<file path="config.mk">
export PLATFORM = sky130hd
export DESIGN_NAME = rnsrt_ring_issuer_flat
export DESIGN_NICKNAME = d
export VERILOG_FILES = /design/src/rtl/rnsrt_pkg.sv /design/src/rtl/rnsrt_interface.sv /design/src/rtl/rnsrt_fifo.sv /design/src/rtl/rnsrt_ring_issuer.sv /design/src/flat_wrapper.sv
export SDC_FILE = /design/constraint.sdc
export NUM_CORES = 1
export LEC_CHECK = 0
export BUFFER_PORTS_ARGS = -buffer_cell sky130_fd_sc_hd__buf_2
export CAP_MARGIN = 15
export CORE_UTILIZATION = 55
export CTS_CLUSTER_DIAMETER = 30
export DETAILED_ROUTE_END_ITERATION = 6
export MAX_ROUTING_LAYER = met4
export PLACE_DENSITY = 0.83
export REMOVE_ABC_BUFFERS = 1
export SLEW_MARGIN = 40
export SYNTH_ARGS = -nofsm -noshare
export SYNTH_HDL_FRONTEND = slang
export SYNTH_SLANG_ARGS = --single-unit
</file>
<file path="constraint.sdc">
create_clock -name clock -period 3.21 [get_ports clock]
set_clock_uncertainty 0.05 [all_clocks]
set_input_delay 0.642 -clock clock [delete_from_list [all_inputs] [get_ports clock]]
set_output_delay 0.642 -clock clock [all_outputs]
set_load 0.02 [all_outputs]
</file>
<file path="src/rtl/rnsrt_pkg.sv">
`default_nettype none
// ============================================================================
// Module : rnsrt_pkg
// Brief  : Types shared by the ring-side issuer and the bus-side region caches.
// Rev    : 1.0  initial release
// ============================================================================
package rnsrt_pkg;

  typedef enum logic {
    RNSRT_INSERT     = 1'b0,
    RNSRT_INVALIDATE = 1'b1
  } rnsrt_op_t;

  typedef struct packed {
    logic [31:0] address;
    rnsrt_op_t   op;
  } rnsrt_req_t;

  typedef enum logic [1:0] {
    S_IDLE  = 2'd0,
    S_DRAIN = 2'd1,
    S_SWEEP = 2'd2
  } rnsrt_issuer_state_t;

endpackage
`default_nettype wire

</file>
<file path="src/rtl/rnsrt_interface.sv">
`default_nettype none
// ============================================================================
// Module : rnsrt_interface
// Brief  : Insert/invalidate strobe bundle from the ring issuer to bus caches.
// Rev    : 1.0  initial release
// ============================================================================
interface rnsrt_interface;
  logic [31:0] address;
  logic        insert;
  logic        invalidate;

  modport ring (output address, output insert, output invalidate);
  modport bus  (input  address, input  insert, input  invalidate);
endinterface
`default_nettype wire

</file>
<file path="src/rtl/rnsrt_fifo.sv">
`default_nettype none
// ============================================================================
// Module : rnsrt_fifo
// Brief  : Synchronous FIFO with extra-wrap-bit pointers and occupancy output.
// Rev    : 1.0  initial release
// ============================================================================
module rnsrt_fifo
  import rnsrt_pkg::*;
#(
  parameter int  DEPTH = 4,
  parameter type T     = rnsrt_req_t
) (
  input  logic                     clock,
  input  logic                     reset,
  input  logic                     push,
  input  T                         push_data,
  input  logic                     pop,
  output T                         pop_data,
  output logic                     full,
  output logic                     empty,
  output logic [$clog2(DEPTH):0]   level
);

  localparam int c_AW = $clog2(DEPTH);

  logic [c_AW:0] r_wr_ptr;
  logic [c_AW:0] r_rd_ptr;
  T              r_mem [DEPTH];
  logic          w_do_push;
  logic          w_do_pop;

  assign w_do_push = push && !full;
  assign w_do_pop  = pop && !empty;

  always_ff @(posedge clock) begin
    if (reset) begin
      r_wr_ptr <= '0;
      r_rd_ptr <= '0;
    end else begin
      if (w_do_push) r_wr_ptr <= r_wr_ptr + (c_AW+1)'(1);
      if (w_do_pop)  r_rd_ptr <= r_rd_ptr + (c_AW+1)'(1);
    end
  end

  // Storage carries no reset; only the pointers define validity.
  always_ff @(posedge clock) begin
    if (w_do_push) r_mem[r_wr_ptr[c_AW-1:0]] <= push_data;
  end

  assign pop_data = r_mem[r_rd_ptr[c_AW-1:0]];
  assign empty    = (r_wr_ptr == r_rd_ptr);
  assign full     = (r_wr_ptr[c_AW] != r_rd_ptr[c_AW]) &&
                    (r_wr_ptr[c_AW-1:0] == r_rd_ptr[c_AW-1:0]);
  assign level    = r_wr_ptr - r_rd_ptr;

endmodule
`default_nettype wire

</file>
<file path="src/rtl/rnsrt_ring_issuer.sv">
`default_nettype none
// ============================================================================
// Module : rnsrt_ring_issuer
// Brief  : Buffers ring insert/invalidate requests and emits gap-spaced strobes;
//          flush drains the queue then invalidates every cache index.
// Rev    : 1.0  initial release
// ============================================================================
module rnsrt_ring_issuer
  import rnsrt_pkg::*;
#(
  parameter int DEPTH        = 4,
  parameter int GAP_CYCLES   = 1,
  parameter int INDEX_WIDTH  = 2,
  parameter int OFFSET_WIDTH = 6
) (
  input  logic            clock,
  input  logic            reset,
  input  logic            req_valid,
  output logic            req_ready,
  input  logic [31:0]     req_address,
  input  rnsrt_op_t       req_op,
  input  logic            flush,
  output logic            flush_busy,
  rnsrt_interface.ring    ring
);

  localparam int                 c_GAP_W    = (GAP_CYCLES > 0) ? $clog2(GAP_CYCLES + 1) : 1;
  localparam logic [c_GAP_W-1:0] c_GAP_LOAD = c_GAP_W'(GAP_CYCLES);
  localparam int                 c_LVL_W    = $clog2(DEPTH) + 1;
  localparam logic [c_LVL_W-1:0] c_DEPTH    = c_LVL_W'(DEPTH);

  rnsrt_issuer_state_t r_state;
  rnsrt_issuer_state_t w_state_next;

  logic [c_GAP_W-1:0]   r_gap;
  logic [INDEX_WIDTH:0] r_idx;
  logic                 r_stage_valid;
  rnsrt_req_t           r_stage;
  logic [31:0]          r_address;
  logic                 r_insert;
  logic                 r_invalidate;
  logic                 r_req_ready;
  logic                 r_flush_busy;

  logic                 w_push;
  logic                 w_pop;
  logic                 w_sweep_issue;
  logic                 w_gap_zero;
  logic                 w_full;
  logic                 w_empty;
  logic [c_LVL_W-1:0]   w_level;
  logic [c_LVL_W-1:0]   w_level_next;
  rnsrt_req_t           w_push_data;
  rnsrt_req_t           w_fifo_head;
  logic [31:0]          w_sweep_addr;

  assign w_push       = req_valid && r_req_ready;
  assign w_gap_zero   = (r_gap == '0);
  assign w_push_data  = '{address: req_address, op: req_op};
  assign w_sweep_addr = 32'(r_idx[INDEX_WIDTH-1:0]) << OFFSET_WIDTH;
  assign w_level_next = w_level + {{(c_LVL_W-1){1'b0}}, w_push}
                                - {{(c_LVL_W-1){1'b0}}, w_pop};

  rnsrt_fifo #(
    .DEPTH (DEPTH),
    .T     (rnsrt_req_t)
  ) u_fifo (
    .clock     (clock),
    .reset     (reset),
    .push      (w_push),
    .push_data (w_push_data),
    .pop       (w_pop),
    .pop_data  (w_fifo_head),
    .full      (w_full),
    .empty     (w_empty),
    .level     (w_level)
  );

  always_ff @(posedge clock) begin
    if (reset) r_state <= S_IDLE;
    else       r_state <= w_state_next;
  end

  always_comb begin
    w_state_next  = r_state;
    w_pop         = 1'b0;
    w_sweep_issue = 1'b0;
    case (r_state)
      S_IDLE: begin
        w_pop = !w_empty && w_gap_zero;
        if (flush) w_state_next = S_DRAIN;
      end
      S_DRAIN: begin
        w_pop = !w_empty && w_gap_zero;
        if (w_empty && w_gap_zero) w_state_next = S_SWEEP;
      end
      S_SWEEP: begin
        // The extra index bit marks "last index already issued".
        if (r_idx[INDEX_WIDTH]) w_state_next  = S_IDLE;
        else                    w_sweep_issue = w_gap_zero;
      end
      default: w_state_next = S_IDLE;
    endcase
  end

  always_ff @(posedge clock) begin
    if (reset) begin
      r_gap         <= '0;
      r_idx         <= '0;
      r_stage_valid <= 1'b0;
      r_stage       <= '0;
      r_address     <= '0;
      r_insert      <= 1'b0;
      r_invalidate  <= 1'b0;
      r_req_ready   <= 1'b0;
      r_flush_busy  <= 1'b0;
    end else begin
      // Ready is registered from next-cycle occupancy and state.
      r_req_ready  <= (w_level_next != c_DEPTH) && (w_state_next == S_IDLE);
      r_flush_busy <= (w_state_next != S_IDLE);

      if (w_pop || w_sweep_issue) r_gap <= c_GAP_LOAD;
      else if (!w_gap_zero)       r_gap <= r_gap - c_GAP_W'(1);

      if (r_state == S_DRAIN && w_state_next == S_SWEEP) r_idx <= '0;
      else if (w_sweep_issue) r_idx <= r_idx + (INDEX_WIDTH+1)'(1);

      r_stage_valid <= w_pop || w_sweep_issue;
      if (w_pop)              r_stage <= w_fifo_head;
      else if (w_sweep_issue) r_stage <= '{address: w_sweep_addr, op: RNSRT_INVALIDATE};

      r_insert     <= r_stage_valid && (r_stage.op == RNSRT_INSERT);
      r_invalidate <= r_stage_valid && (r_stage.op == RNSRT_INVALIDATE);
      if (r_stage_valid) r_address <= r_stage.address;
    end
  end

  assign req_ready       = r_req_ready;
  assign flush_busy      = r_flush_busy;
  assign ring.address    = r_address;
  assign ring.insert     = r_insert;
  assign ring.invalidate = r_invalidate;

endmodule
`default_nettype wire

</file>
<file path="src/flat_wrapper.sv">
// flat-port wrapper written by rule: the top's interface ports become plain ports
module rnsrt_ring_issuer_flat import rnsrt_pkg::*;
#(
  parameter int DEPTH        = 4,
  parameter int GAP_CYCLES   = 1,
  parameter int INDEX_WIDTH  = 2,
  parameter int OFFSET_WIDTH = 6
)
  (clock, reset, req_valid, req_ready, req_address, req_op, flush, flush_busy, ring_address, ring_insert, ring_invalidate);
  rnsrt_interface ring_i ();
  input  logic clock;
  input  logic reset;
  input  logic req_valid;
  output logic req_ready;
  input  logic [31:0] req_address;
  input  rnsrt_op_t req_op;
  input  logic flush;
  output logic flush_busy;
  output wire logic [$bits(ring_i.address)-1:0] ring_address;
  output wire logic [$bits(ring_i.insert)-1:0] ring_insert;
  output wire logic [$bits(ring_i.invalidate)-1:0] ring_invalidate;
  assign ring_address = ring_i.address;
  assign ring_insert = ring_i.insert;
  assign ring_invalidate = ring_i.invalidate;
  rnsrt_ring_issuer #(.DEPTH(DEPTH), .GAP_CYCLES(GAP_CYCLES), .INDEX_WIDTH(INDEX_WIDTH), .OFFSET_WIDTH(OFFSET_WIDTH)) u_core (.clock(clock), .reset(reset), .req_valid(req_valid), .req_ready(req_ready), .req_address(req_address), .req_op(req_op), .flush(flush), .flush_busy(flush_busy), .ring(ring_i));
endmodule
</file>
==> results of run 1 <==
## flip-flops by register name, indices dropped and copies added (netlist names), 2 cells and up, named ones only
| register | cells |
|---|---|
| u_core.u_fifo.r_mem | 132 |
| u_core.r_stage | 33 |
| u_core.ring.address | 32 |
| u_core.r_idx | 3 |
| u_core.u_fifo.r_rd_ptr | 3 |
| u_core.u_fifo.r_wr_ptr | 3 |
| u_core.r_state | 2 |
## kinds of logic after synthesis
| kind of cell | after synthesis | share of synthesized area (%) |
|---|---|---|
| fa+ha+maj | 10 | 1.742 |
| buf+inv | 41 | 2.690 |
| compound gates | 46 | 3.576 |
| xor+xnor | 9 | 0.9796 |
| flops | 215 | 69.91 |
| simple gates | 126 | 7.511 |
| mux | 68 | 13.59 |
## cell usage after synthesis (all sizes together)
cell type / number / area [um2]
nor2: 45 / 168.9
a31o: 1 / 8.760
o21ai: 1 / 5.000
nor3: 5 / 25.02
edfxtp: 132 / 3964
a21bo: 1 / 10.01
nor3b: 1 / 7.510
mux4: 33 / 743.2
buf: 20 / 135.1
mux2i: 35 / 350.3
nor4bb: 1 / 10.01
nand2: 34 / 127.6
and2: 5 / 31.28
or3b: 1 / 8.760
or3: 1 / 6.260
ha: 8 / 100.1
xnor2: 5 / 43.79
a211oi: 2 / 15.01
o31a: 2 / 17.52
nand3: 31 / 205.2
nand2b: 1 / 6.260
a21oi: 37 / 215.2
fa: 2 / 40.04
nand3b: 1 / 7.510
a311o: 1 / 10.01
clkbuf: 13 / 48.80
xor2: 4 / 35.03
a31oi: 1 / 6.260
dfxtp: 83 / 1662
inv: 8 / 32.54
## worst min-delay path by stage
| stage | to | cells after the start | from |
|---|---|---|---|
| after floorplan | u_core.ring.insert | 1 | u_core.r_stage[0] |
| after global placement | u_core.ring.insert | 1 | u_core.r_stage[0] |
| after detailed placement | u_core.ring.insert | 1 | u_core.r_stage[0] |
| after CTS | u_core.u_fifo.r_mem[0][14] | 1 | req_address[13] |
| after global routing | u_core.u_fifo.r_mem[1][25] | 1 | req_address[24] |
| final | u_core.u_fifo.r_mem[1][14] | 1 | req_address[13] |
## layout make-up
type                    instances  share of cell area [%]
flip-flops and latches        215                   57.13
multi-input cells             259                   22.44
repair buffers                 85                   4.669
clock buffers                  43                   10.04
well taps                     180                   2.284
inverters                       8                  0.3299
diodes                          3                 0.07612
clock inverters                21                   3.032
## power by group
part           internal [mW]  leakage (nW)  switching [mW]
Sequential              3.22          1.87           0.214
Clock                   2.70         0.621            1.31
Combinational          0.588          1.05           0.829
Total                   6.51          3.54            2.35
## metal layers
metal  routed length, um  vias to the layer above  GRT usage [%]
li1                    -                     2105              -
met1                5969                     2234          25.64
met2                8405                      162          39.01
met3                1033                       32          5.581
met4                 314                        0          8.689
met5                   0                        -              -
## layout by cell type (no fill, tap or decap), types with 2 or more instances in the layout
cell type,instances
edfxtp_1,132
dfxtp_1,80
buf_2,71
nor2_1,45
clkbuf_16,38
mux2i_1,35
nand2_1,34
mux4_2,33
a21oi_1,29
nand3_1,21
buf_4,14
nand3_2,10
a21oi_2,8
ha_1,8
inv_1,7
inv_6,6
bufinv_16,6
xnor2_1,5
nor3_1,5
xor2_1,4
and2_2,4
clkinv_4,4
diode_2,3
clkbuf_1,3
clkinvlp_4,3
a211oi_1,2
fa_1,2
dfxtp_4,2
clkbuf_8,2
==> impl_results.md, run 1 <==
- Outcome: finished, final reports clean
- Pwr/cell area: 898.8 nW/um2
- DRT iter0 DRCs: 303
- Post-route total power: around 8.9 mW
- Placed Cells: between 700 and 800
- CP max FO: 6
- RR Endpoint: u_core.req_ready
- Port Buffers: between 70 and 80
- Reg-to-Reg Start: u_core.u_fifo.r_wr_ptr[0]
- Final hold slack: 0.3114 ns
- Die width: 123.0 um
- Slew of the pin with the lowest slew margin: roughly 0.63 ns
- Fin crit period: 2.864 ns
- Layout cells sized above 1: 33.12%
- Core ar.: 14100 um2
- Worst-skew pair later-pin latency: slightly below 0.5 ns
- Fill cells: 850
- Final setup violation count: 0
- Crit path arrival time: 3.21 ns
- Die outline area: 15120 um2
- Placed wire-length estimate: between 8000 and 9000 um
- Clk pin slew, worst setup/hold paths: 0.05 ns
- Crit share post-route: 89.22%
- Die Y: 123.0 um
- CTS Hold Buffers Added: 0
- Critical path's slowest cell: dfxtp_1
- Nets: 651
- Avg Cell Area, Syn: 15.62 um2
- Total GRT Usage: 22.71%
- Max Root-Sink Buffers: 3
- HP Class: primary input to register
- CP Capture Type: register
- Final Hold Vio Count: 0
- CP Buf/Inv Count: 3
- Fin. max-slew vios: 0
- Post-CTS resize count: 0
- Setup TNS Final: 0 ns
- #FFs+latches synth: 215
- H-tree Lvls: 2
- Root Buffer Master: clkbuf_16
- Place WS: 0.3935 ns
- Site Rows: 43
- Worst Setup SP: u_core.u_fifo.r_wr_ptr[0]
- Fin area: approximately 9900 um2
- Maximum clock frequency: 349.2 MHz
- Delay-heaviest family, CP: adder cells
- Final WS setup: between 0.3 and 0.4 ns
- Post-synthesis sequential area ratio: 69.91%
- Largest net degree at the start of global routing: 46
- Worst path max stage delay: 0.47 ns
- Placed Area: approximately 8600 um2
- Rel. slew slack: 57.92%
- Max Cap Viol: 0
- Area occupied by multi-input gates: between 2000 and 2500 um2
- Reg area: between 5000 and 6000 um2
- GP Congestion: 0.8031
- Drt wl/cell: 19.32 um
- Maximum vdd ir drop: between 0.5 and 0.6 mV
- CTS sink count: about 220
- Syn Std Cell Area: 8046 um2
- Drt pass-1 iters: 5
- Core Util, Final: 69.96%
- Post-Synthesis Cells: 515
- Initial antenna violation count: 3
- Critical path depth: 12
- CTS tree: built
- RSZ-0062 raised after global routing: no
- Synth cell types: 38
- Finished Layout Cells: between 800 and 900
- Vias: 4533
- I/O pins: 73
- Syn-to-layout area delta: 22.56%
- Post-detailed-route count of antenna-violating nets: 0
- YS warnings: 0
- CP Launch Type: register
- Grt ovf: 0
- Crit path to: u_core.req_ready
- CTS buffer count: 35
- R2R setup slack: 0.35 ns
- Crit path cell chain: xor2_1, o31a_2, inv_4, fa_1, inv_1, fa_1, inv_1, ha_1, xor2_1, xnor2_1, nor3_1, nor4bb_1
- Drt drc: 0
- Worst Reg2Reg Path Length in Cells: 12
- Vias in the first global route: 4834
- Vias per inst: between 5 and 6
- CP Data Required Time: 3.55 ns
- Drt total wl: 15720 um
- First-pass GRT wire length: approximately 25000 um
- Post CTS Setup Buffer Count: 0
- CP Class: register to register
- Initial Utilization: 57.08%
- LEAKAGE: 3.539 nW
No activity file was read; power rests on OpenSTA's default activity.
==> run 2: changes to the inputs <==
--- a/config.mk
+++ b/config.mk
@@ -7,13 +7,16 @@
 export LEC_CHECK = 0
 export BUFFER_PORTS_ARGS = -buffer_cell sky130_fd_sc_hd__buf_2
 export CAP_MARGIN = 15
-export CORE_UTILIZATION = 55
+export CELL_PAD_IN_SITES_DETAIL_PLACEMENT = 1
+export CELL_PAD_IN_SITES_GLOBAL_PLACEMENT = 2
+export CORE_UTILIZATION = 43
 export CTS_CLUSTER_DIAMETER = 30
 export DETAILED_ROUTE_END_ITERATION = 6
 export MAX_ROUTING_LAYER = met4
-export PLACE_DENSITY = 0.83
+export PLACE_DENSITY = 0.86
 export REMOVE_ABC_BUFFERS = 1
 export SLEW_MARGIN = 40
 export SYNTH_ARGS = -nofsm -noshare
 export SYNTH_HDL_FRONTEND = slang
+export SYNTH_HIERARCHICAL = 1
 export SYNTH_SLANG_ARGS = --single-unit
==> run 2 against run 1 <==
The flow now finishes with violations (DRC). Sequential power is essentially flat. Via count grew 0.90%. First-iteration DRC count shrank 30%. Fmax shrank 4.4%. Critical path depth grew 1. Design area grew 2.0%. Power shrank 0.25%.
==> impl_results.md, run 2 <==
- Drt wl/cell: 22.25 um
- Placed wire-length estimate: 10760 um
- Worst Reg2Reg Path Length in Cells: 13
- Most common cell after layout, fill and taps aside: edfxtp_1
- CP Data Required Time: 3.59 ns
- Critical path's slowest cell: ha_1
- Post-detailed-route count of antenna-violating nets: 0
- Core Util, Final: 55.61%
- GRT busiest layer: met2
- CTS buffer count: 40
- Nets: 626
- Initial Utilization: 44.30%
- Slew of the pin with the lowest slew margin: a little over 0.7 ns
- Top cell by count, worst path: ha_1
- Clk pin slew, worst setup/hold paths: 0.05 ns
- Vias per inst: 5.458
- Max Root-Sink Buffers: 3
- Final hold slack: 0.2929 ns
- Global Route met3 Usage: under 10%
- Rel. slew slack: 51.59%
- Fin crit period: 2.995 ns
- Maximum clock frequency: 333.9 MHz
- YS warnings: 6
- Worst-skew pair later-pin latency: around 0.52 ns
- Worst path max stage delay: 0.42 ns
- Drt drc: 12
- Violated checks: DRC
- Avg Cell Area, Syn: 16.90 um2
- Outcome: finished with violations
- GP Congestion: slightly above 0.8
- Core ar.: 18090 um2
- CP Class: register to register
- Commonest non-fill, non-tap cells in the layout: 132 x edfxtp_1, 80 x dfxtp_1, 72 x buf_2, 45 x nor2_1, 42 x clkbuf_16
- I/O pins: 73
- Vias: 4574
- Port Buffers: 72
- RSZ-0062 raised after global routing: no
- Max Cap Viol: 0
- LEAKAGE: 3.645 nW
- Area occupied by multi-input gates: 2207 um2
- Drt total wl: 18640 um
- Die width: between 100 and 150 um
- CP Capture Type: register
- Final setup violation count: 0
- CP Buf/Inv Count: 3
- Total GRT Usage: 21.12%
- Final Hold Vio Count: 0
- Met1 Usage GRT: 23.58%
- Syn-to-layout area delta: 25.53%
- Largest net degree at the start of global routing: 41
- Fin. max-slew vios: 0
- CTS sink count: ~220
- Post-Synthesis Cells: roughly 470
- Vias in the first global route: 5173
- Crit share post-route: 93.29%
- Met2 Track Usage GR: 36.49%
- R2R setup slack: roughly 0.22 ns
- Crit path arrival time: 3.38 ns
- Critical path depth: 13
- CTS tree: built
- CP Launch Type: register
- Syn Std Cell Area: 8013 um2
- HP Class: primary input to register
- Site Rows: 49
- Layout cells sized above 1: 34.05%
- Drt pass-1 iters: 6
- First-pass GRT wire length: 29680 um
- Grt ovf: 0
- H-tree Lvls: 2
- Pwr/cell area: a little under 900 nW/um2
- Die outline area: 19180 um2
- Initial antenna violation count: 0
- Crit path cell chain: inv_1, ha_1, nand2_1, nor2_2, or3_1, inv_2, ha_1, inv_1, ha_1, fa_1, xnor2_1, xnor2_1, a211oi_1
- DRT iter0 DRCs: 211
- Hold Path Stages: 1
- Fill cells: 1671
- Reg area: 5629 um2
- Delay-heaviest family, CP: adder cells
- Maximum vdd ir drop: around 0.6 mV
- Max FFs per register: approximately 130
- Root Buffer Master: clkbuf_16
- CP max FO: 7
- CTS Hold Buffers Added: 0
- Die Y: 138.5 um
[run 2: cell type report]
class / count / share of cell area (%)
Clock inverter: 25 / 2.314
Tap cell: 229 / 2.849
Clock buffer: 48 / 11.17
Antenna cell: 1 / 0.02488
Sequential cell: 215 / 55.96
Timing Repair Buffer: 87 / 5.324
Multi-Input combinational cell: 222 / 21.94
Inverter: 11 / 0.4105
[run 2: stage by stage]
| step | TNS [ns] | std cells | power (mW) | cell area (um2) | setup WS, ns |
|---|---|---|---|---|---|
| finish | 0 | 838 | 8.842 | 10060 | 0.2154 |
| global placement | 0 | 764 | 4.684 | 8697 | 0.3573 |
| floorplan | -0.08302 | 448 | 4.261 | 7853 | -0.08302 |
| global route | 0 | 837 | 9.181 | 10060 | 0.02597 |
| detailed placement | 0 | 764 | 4.760 | 8697 | 0.1743 |
| CTS | 0 | 837 | 8.946 | 10050 | 0.1396 |
[run 2: what timing repair did]
| item | in CTS | in global routing |
|---|---|---|
| buffers inserted | 0 | 0 |
| setup endpoints to repair | 0 | 1 |
| resized for setup | 0 | 1 |
[run 2: worst register-to-register path: stages, from the launching register on]
cell and delay [ns]:
dfxtp_1 0.35, inv_1 0.10, ha_1 0.42, nand2_1 0.13, nor2_2 0.22, or3_1 0.19
inv_2 0.05, ha_1 0.26, inv_1 0.04, ha_1 0.19, fa_1 0.38, xnor2_1 0.21
xnor2_1 0.11, a211oi_1 0.22
[run 2: per-layer routing]
layer / vias to the layer above / share of wire, %
met5: - / 0
met4: 0 / 2.6
met3: 43 / 5.1
met2: 124 / 53
met1: 2351 / 40
li1: 2056 / -
[run 2: where the power goes]
part	total (mW)	switching (mW)	internal [mW]
registers	3.42	0.192	3.23
logic	1.31	0.736	0.572
clock network	4.12	1.43	2.68
[run 2: worst paths after layout]
path | from | end
hold / removal | req_address[17] | u_core/u_fifo/r_mem[1][18]
hold reg to reg | u_core/r_stage[0] | u_core/ring.insert
setup / recovery | u_core/u_fifo/r_rd_ptr[1] | u_core/req_ready
setup reg to reg | u_core/u_fifo/r_rd_ptr[1] | u_core/req_ready
